==> src/rtl/priv32_wb_arbiter.sv <==
// Writeback arbiter for the priv32 core: round-robin between the execute
// unit and the load/store unit onto a single registered register-file write
// port, plus a per-register scoreboard of outstanding writes used for
// operand hazard detection.
module priv32_wb_arbiter #(
   parameter int XLEN = 32
) (
   input  logic            clk_in,
   input  logic            rst_in,
   input  logic            issue_valid_i,
   input  logic [4:0]      issue_rd_i,
   input  logic            ex_valid_i,
   input  logic [4:0]      ex_rd_i,
   input  logic [XLEN-1:0] ex_data_i,
   output logic            ex_ready_o,
   input  logic            ls_valid_i,
   input  logic [4:0]      ls_rd_i,
   input  logic [XLEN-1:0] ls_data_i,
   output logic            ls_ready_o,
   output logic            we_o,
   output logic [4:0]      waddr_o,
   output logic [XLEN-1:0] wdata_o,
   input  logic [4:0]      raddr1_i,
   input  logic [4:0]      raddr2_i,
   output logic            busy1_o,
   output logic            busy2_o,
   output logic [31:0]     pending_o
);

   typedef enum logic {
      GRANT_EX = 1'b0,
      GRANT_LS = 1'b1
   } grant_e;

   grant_e          last_grant_q, last_grant_d;
   logic            we_q, we_d;
   logic [4:0]      waddr_q, waddr_d;
   logic [XLEN-1:0] wdata_q, wdata_d;
   logic [31:0]     pending_q, pending_d;

   logic            ex_ready, ls_ready;
   logic            acc;
   logic [4:0]      acc_rd;
   logic [XLEN-1:0] acc_data;

   // Grant: a lone requester wins at once; on conflict the one not served last wins.
   always_comb begin
      ex_ready = 1'b0;
      ls_ready = 1'b0;
      if (!rst_in) begin
         if (ex_valid_i && ls_valid_i) begin
            if (last_grant_q == GRANT_LS) ex_ready = 1'b1;
            else                          ls_ready = 1'b1;
         end else if (ex_valid_i) begin
            ex_ready = 1'b1;
         end else if (ls_valid_i) begin
            ls_ready = 1'b1;
         end
      end
   end

   // Select the accepted transfer (ready is only ever raised alongside its valid).
   always_comb begin
      acc      = ex_ready | ls_ready;
      acc_rd   = ls_ready ? ls_rd_i   : ex_rd_i;
      acc_data = ls_ready ? ls_data_i : ex_data_i;
   end

   // Next state: arbitration history, write port and scoreboard.
   always_comb begin
      last_grant_d = last_grant_q;
      if (ex_ready)      last_grant_d = GRANT_EX;
      else if (ls_ready) last_grant_d = GRANT_LS;

      // A write to x0 is consumed but never reaches the register file;
      // address and data then keep their previous values.
      we_d    = acc && (acc_rd != 5'd0);
      waddr_d = we_d ? acc_rd   : waddr_q;
      wdata_d = we_d ? acc_data : wdata_q;

      // Clear first so that a same-cycle issue to the same register wins.
      pending_d = pending_q;
      if (we_d) pending_d[acc_rd] = 1'b0;
      if (issue_valid_i && (issue_rd_i != 5'd0)) pending_d[issue_rd_i] = 1'b1;
      pending_d[0] = 1'b0;
   end

   // State register with synchronous reset; EX wins the first conflict after reset.
   always_ff @(posedge clk_in) begin
      if (rst_in) begin
         last_grant_q <= GRANT_LS;
         we_q         <= 1'b0;
         waddr_q      <= '0;
         wdata_q      <= '0;
         pending_q    <= '0;
      end else begin
         last_grant_q <= last_grant_d;
         we_q         <= we_d;
         waddr_q      <= waddr_d;
         wdata_q      <= wdata_d;
         pending_q    <= pending_d;
      end
   end

   assign ex_ready_o = ex_ready;
   assign ls_ready_o = ls_ready;
   assign we_o       = we_q;
   assign waddr_o    = waddr_q;
   assign wdata_o    = wdata_q;
   assign pending_o  = pending_q;
   assign busy1_o    = (raddr1_i != 5'd0) && pending_q[raddr1_i];
   assign busy2_o    = (raddr2_i != 5'd0) && pending_q[raddr2_i];

endmodule

==> config.mk <==
export PLATFORM = sky130hd
export DESIGN_NAME = priv32_wb_arbiter
export DESIGN_NICKNAME = d
export VERILOG_FILES = /design/src/rtl/priv32_wb_arbiter.sv
export SDC_FILE = /design/constraint.sdc
export NUM_CORES = 1
export LEC_CHECK = 0
export BUFFER_PORTS_ARGS = -buffer_cell sky130_fd_sc_hd__buf_2
export CORE_ASPECT_RATIO = 1.75
export CORE_MARGIN = 1.5
export CORE_UTILIZATION = 25
export DETAILED_ROUTE_END_ITERATION = 10
export PLACE_DENSITY_LB_ADDON = 0.1
export SYNTH_ARGS = -nofsm -noshare
export SYNTH_HDL_FRONTEND = slang
export SYNTH_SLANG_ARGS = --single-unit
==> constraint.sdc <==
create_clock -name clk_in -period 1.75 [get_ports clk_in]
set_input_delay 0.0875 -clock clk_in [delete_from_list [all_inputs] [get_ports clk_in]]
set_output_delay 0.0875 -clock clk_in [all_outputs]
set_load 0.005 [all_outputs]
==> results by group, run 1 <==
Synthesis
  – Avg Cell Area, Syn: ~9.1 um^2
  – Post-Synth Adder-Cell Area: 0%
  – Seq/Total Area, Yosys: 34.4%
  – Number of distinct library cells after synthesis: 53
  – Syn_nets: about 540
  – Synth warnings: 0
  – Async S/R FF share, synth: 0%
  – Synth Flop Type: dfxtp_1
  – Synth Area in XOR/XNOR: 0%
  – Synth top area share: between 30% and 40%
  – Synth Area in Compound Gates: about 17%
  – Synth area leader: dfxtp_1
  – Dominant cells by area after synthesis: dfxtp_1 34%, mux2i_1 17%, mux4_2 7.7%
  – #FFs+latches synth: 70
  – Mux share of post-synthesis cell area: between 20% and 30%
  – Syn Inst Count: 448
  – Number of synthesized flops with an enable pin: 0
  – Simple-gate portion of the synthesized area: 19.0%
  – Cell Area, Synth: 4070 um^2
  – Largest family of logic cells by synthesized area: multiplexers

Timing
  – Setup WS post-layout: -0.163 ns
  – Max Clk Rate: 523 MHz
  – Minimum clock period: roughly 1.9 ns
  – RSZ-0062 raised after global routing: yes
  – Final setup skew: 0.00693 ns
  – Final worst path period share: 109%
  – Final hold violation count: 0
  – Final setup viols: 2
  – Final slew viol count: 0

Setup path
  – Crit path DAT: between 1.5 and 2 ns
  – Worst Path Max Fanout: 2
  – Critical path data required time: around 1.7 ns
  – Crit. End Element: output port
  – Startpoint Class: flip-flop
  – Crit path kind: flip-flop to output port

Global route
  – Largest net degree at the start of global routing: 39
  – Global-route wire length before repair: ~23000 um
  – Antenna violations before repair: 1
  – GRT Residual Overflow: 0
  – Vias in the first global route: 4286
  – Total track usage: 17.9%

Power
  – Pwr Density: roughly 790 nW/um^2
  – IR Drop Worst-Case VDD: between 400 and 500 uV
  – LEAKAGE: a little under 0.003 uW
  – Total power draw: 4520 uW

Clocking
  – Root Buffer: clkbuf_16
  – Maximum clock path buffer count: 2
  – Max H-tree Level: 3
  – CTS Buf Count: 9
  – CTS tree: yes
  – Clock slew at reported path FFs: 0.06 ns
  – Clk_lat worst skew: 0.33 ns
  – Sink Count: 70
  – Post-cts hold buffer count: 0

Detailed routing
  – Routed vias: roughly 4200
  – Total Wirelength: approximately 15000 um
  – Drt wl/cell: roughly 18 um
  – Metal2 WL: between 8000 and 9000 um
  – Drc violations: 0
  – Routed Antenna Nets: 0
  – Drt pass-1 iters: 4
  – Highest metal used: met5
  – DR WL met3: 846 um
  – Initial DRC count: about 170
  – Via density: approximately 5
  – WL met1: between 5000 and 6000 um

Final layout
  – Fillers: 1663
  – Share of cells above drive strength 1: between 40 and 50%
  – ANT cells: 0
  – Fin nets: approximately 740
  – Synth-to-Final Area Change: 40.6%

Placement
  – RD Place Congestion: between 0.8 and 0.9
  – Post-DP HPWL: approximately 12000 um
  – Worst slack, placed: 0.0650 ns
  – Port Buffer Count: ~170

Worst hold path
  – Hold Path Class: input port to flip-flop

Outcome
  – Failing checks: setup timing
  – Outcome: complete, but fails checks

Die
  – Die width: slightly below 100 um
  – Core Rows: 61
  – Die Footprint: 17100 um^2
  – IO Pins: approximately 170
  – Core area: ~16000 um^2
  – Initial Util: approximately a quarter
  – Die Span Y: 172 um

Job
  – Max-cap viol count: 0
-- flip-flops by register name (all words and copies together), names as in the netlist --
| register | cells |
|---|---|
| last_grant_q | 1 |
| pending_o | 31 |
| waddr_o | 5 |
| wdata_o | 32 |
| we_o | 1 |
-- cell families (layout without fill, tap and decap cells) --
kind of cell,after synthesis,count (layout)
AO/OA/AOI/OAI,104,104
multiplexers,85,85
buffers and inverters,40,240
AND/OR/NAND/NOR,148,148
flip-flops,70,70
other,1,1
-- worst paths after layout --
path,from,to,slack (ns),depth (start not counted)
max reg2reg,last_grant_q$_SDFFE_PP1P_,pending_o[4]$_SDFF_PP0_,0.07,5
min,ls_data_i[6],wdata_o[6]$_SDFFE_PP0N_,0.02,3
max,pending_o[10]$_SDFF_PP0_,busy2_o,-0.16,5
min reg2reg,wdata_o[8]$_SDFFE_PP0N_,wdata_o[8]$_SDFFE_PP0N_,0.45,2
-- routing by layer --
metal,vias up,GRT usage [%]
met5,-,0
met4,2,8.63
met3,17,3.60
met2,162,34.1
met1,1981,18.5
li1,2055,-
-- stage by stage --
step                      TNS, ns  hold slack [ns]  util [%]  instance area, um^2  std cells
after floorplan                 0            0.244         -                 4070        448
after global placement          0            0.356      33.6                 5360        820
after detailed placement        0            0.372      33.6                 5360        820
after CTS                  -0.298           0.0144      35.7                 5690        836
after global routing       -0.377           0.0186      35.9                 5730        837
final                      -0.232           0.0239      35.9                 5730        837
-- worst max-delay path, cell delays in order, from the launching register on --
cell     delay [ns]
dfxtp_1        0.33
mux4_2         0.45
a32oi_1        0.18
nand3_1        0.09
or3_1          0.30
buf_2          0.13
-- Yosys cell counts (7+ instances only) --
cell,n
nor2_1,38
nand2_1,48
a21oi_1,38
a31oi_1,7
nor2b_1,9
and4_1,7
mux2i_1,70
clkbuf_1,11
buf_2,11
o21ai_0,24
mux4_2,14
o2111ai_1,7
inv_1,8
a211o_1,7
dfxtp_1,70
-- cell usage in the layout (no fill, tap or decap), drive strengths merged, types with 4 or more instances in the layout --
cell type	instances
nand2	49
buf	214
nand3	4
clkbuf	12
nand4	5
mux2i	70
nor2	38
nor2b	9
nand2b	5
o21ai	24
o2111ai	7
inv	11
or3	5
a31oi	7
and4	7
a21oi	38
mux4	14
nor3	5
a211o	7
nand4b	5
dfxtp	70
-- timing repair --
action	4_1_cts	5_1_grt
endpoints found under the setup margin	2	11
resized for setup	12	8
buffers inserted	0	1
pin swaps	1	3
-- power by group --
group / total (uW) / switching (uW) / leakage (uW) / internal [uW]
Sequential: 1800 / 78.7 / 0.000582 / 1720
Clock: 1800 / 722 / 0.000141 / 1080
Combinational: 915 / 460 / 0.00216 / 455
-- final cells by class --
| cell class | count | area [um^2] | area share (%) |
|---|---|---|---|
| multi-input cells | 338 | 2530 | 44.1 |
| clock buffers | 12 | 267 | 4.65 |
| clock inverters | 4 | 28.8 | 0.503 |
| well taps | 189 | 236 | 4.13 |
| repair buffers | 214 | 1220 | 21.2 |
| inverters | 10 | 37.5 | 0.655 |
| flip-flops and latches | 70 | 1420 | 24.7 |
(Power assumes the default switching activity.)
==> inputs of run 2 (changes only) <==
--- a/config.mk
+++ b/config.mk
@@ -6,9 +6,11 @@
 export NUM_CORES = 1
 export LEC_CHECK = 0
 export BUFFER_PORTS_ARGS = -buffer_cell sky130_fd_sc_hd__buf_2
+export CELL_PAD_IN_SITES_DETAIL_PLACEMENT = 1
+export CELL_PAD_IN_SITES_GLOBAL_PLACEMENT = 1
 export CORE_ASPECT_RATIO = 1.75
 export CORE_MARGIN = 1.5
-export CORE_UTILIZATION = 25
+export CORE_UTILIZATION = 35
 export DETAILED_ROUTE_END_ITERATION = 10
 export PLACE_DENSITY_LB_ADDON = 0.1
 export SYNTH_ARGS = -nofsm -noshare
==> run 2 against run 1 <==
Compared with the run above: the flow still finishes with violations (setup timing); sequential share of layout area rose by 0.39 points; hold slack better by 0.00092 ns; wire length is 1.7% higher; non-clock buffer count fell by 4; power is 1.8% higher; critical path depth stayed put; cell count fell by 6.9%; largest cell class unchanged; largest power group is now clock.
==> results by group, run 2 (synthesized netlist as in run 1, its figures left out) <==
Timing
  – Final setup skew: 0.00478 ns
  – RSZ-0062 raised after global routing: yes
  – Final setup viols: 2
  – Worst-margin pin slew: between 0.5 and 0.6 ns
  – Max Clk Rate: approximately 500 MHz
  – Minimum clock period: approximately 2 ns
  – Hold Slack: around 0.025 ns
  – Setup WS post-layout: -0.212 ns
  – Final hold violation count: 0
  – Final worst path period share: 112%
  – Final slew viol count: 0
  – Max-slew headroom: 65.4%

Final layout
  – Area of the multi-input gates: 2540 um^2
  – Final core occ: about half
  – Max reg flops: 32
  – Share of cells above drive strength 1: a little over two fifths
  – ANT cells: 0
  – Fin nets: about 730
  – Fillers: 1395
  – Commonest non-fill, non-tap cell in the layout: buf_2
  – Final Non-Filler Cells: slightly below 800
  – Synth-to-Final Area Change: 39.3%
  – Most frequent cells in the layout: 166 x buf_2, 67 x mux2i_1, 55 x dfxtp_1, 48 x nand2_1, 41 x buf_4
  – FF/Latch Area: around 1400 um^2

Global route
  – Largest net degree at the start of global routing: 33
  – GRT Residual Overflow: 0
  – Antenna violations before repair: 0
  – Total track usage: 24.7%
  – Global-route wire length before repair: between 20000 and 25000 um
  – Vias in the first global route: roughly 4800

Setup path
  – Critical path data required time: about 1.7 ns
  – Crit path kind: flip-flop to output port
  – Crit path DAT: between 1.5 and 2 ns
  – Crit. End Element: output port
  – Setup slack, reg-to-reg: ~0.030 ns
  – Startpoint Class: flip-flop
  – FF-to-FF path depth: 4
  – Worst Path Max Fanout: 2

Job
  – Max-cap viol count: 0

Clocking
  – CTS tree: yes
  – CTS Buf Count: 9
  – Root Buffer: clkbuf_16
  – Max H-tree Level: 3
  – Clk_lat worst skew: ~0.34 ns
  – Maximum clock path buffer count: 2
  – Sink Count: 70
  – Clock slew at reported path FFs: 0.06 ns

Outcome
  – Outcome: complete, but fails checks
  – Failing checks: setup timing

Placement
  – RD Place Congestion: between 0.8 and 0.9
  – Inst Count DP: about 760
  – Post-DP HPWL: 12300 um
  – Port Buffer Count: approximately 170

Die
  – Core area: around 11000 um^2
  – Die Footprint: roughly 12000 um^2
  – Die width: 84.6 um
  – IO Pins: approximately 170
  – Initial Util: 35.6%
  – Core Rows: between 50 and 60
  – Die Span Y: 146 um

Detailed routing
  – Routed vias: approximately 4300
  – Drc violations: 0
  – Routed Antenna Nets: 0
  – Drt pass-1 iters: 4
  – Via density: roughly 5.6
  – Total Wirelength: 15400 um
  – Drt wl/cell: just under 20 um
  – Initial DRC count: approximately 130

Power
  – Pwr Density: 811 nW/um^2
  – LEAKAGE: 0.00289 uW
  – Total power draw: 4600 uW
  – IR Drop Worst-Case VDD: roughly 500 uV

Worst hold path
  – Hold Path Class: input port to flip-flop
  – Hold Path Depth: 3
run 2: through the flow:
stage / worst slack [ns] / instance area, um^2 / setup TNS, ns
6_report: -0.212 / 5680 / -0.315
2_1_floorplan: 0.165 / 4070 / 0
3_5_place_dp: 0.0213 / 5240 / 0
4_1_cts: -0.216 / 5600 / -0.332
3_3_place_gp: 0.0808 / 5240 / 0
5_1_grt: -0.276 / 5680 / -0.410
run 2: critical path, cell delays in order, from the launching register on:
cell	delay, ns
dfxtp_2	0.32
mux4_2	0.47
a32oi_2	0.21
nand3_1	0.08
or3_1	0.33
buf_2	0.13
run 2: area by class of cell:
type                       instances  area share [%]
clock inverter                     3           0.749
sequential                        70            25.1
inverter                          10           0.661
timing repair buffer             210            21.2
multi-input combinational        338            44.7
tap                              135            2.98
clock buffer                      13            4.58
run 2: worst paths after layout:
path,startpoint,endpoint
setup / recovery,pending_o[11]$_SDFF_PP0_,busy2_o
hold / removal,ls_data_i[9],wdata_o[9]$_SDFFE_PP0N_
setup reg to reg,last_grant_q$_SDFFE_PP1P_,pending_o[28]$_SDFF_PP0_
hold reg to reg,wdata_o[27]$_SDFFE_PP0N_,wdata_o[27]$_SDFFE_PP0N_
run 2: metal layers:
layer  GRT usage (%)  routed length [um]
met1            23.1                5190
met2            47.1                8580
met3            6.69                 870
met4            13.5                 770
met5               0                   0
run 2: repair_timing:
action                                  CTS  global route
hold buffers                              0             0
pin swaps                                 4             1
setup buffers                             3             0
gates cloned                              0             1
endpoints found under the setup margin    2            34
resized for setup                        18             9
run 2: report_power, final:
part,switching (uW),internal [uW],leakage [uW]
registers,83.7,1720,0.000584
logic,472,458,0.00216
clock network,685,1180,0.000146
total,1240,3360,0.00289
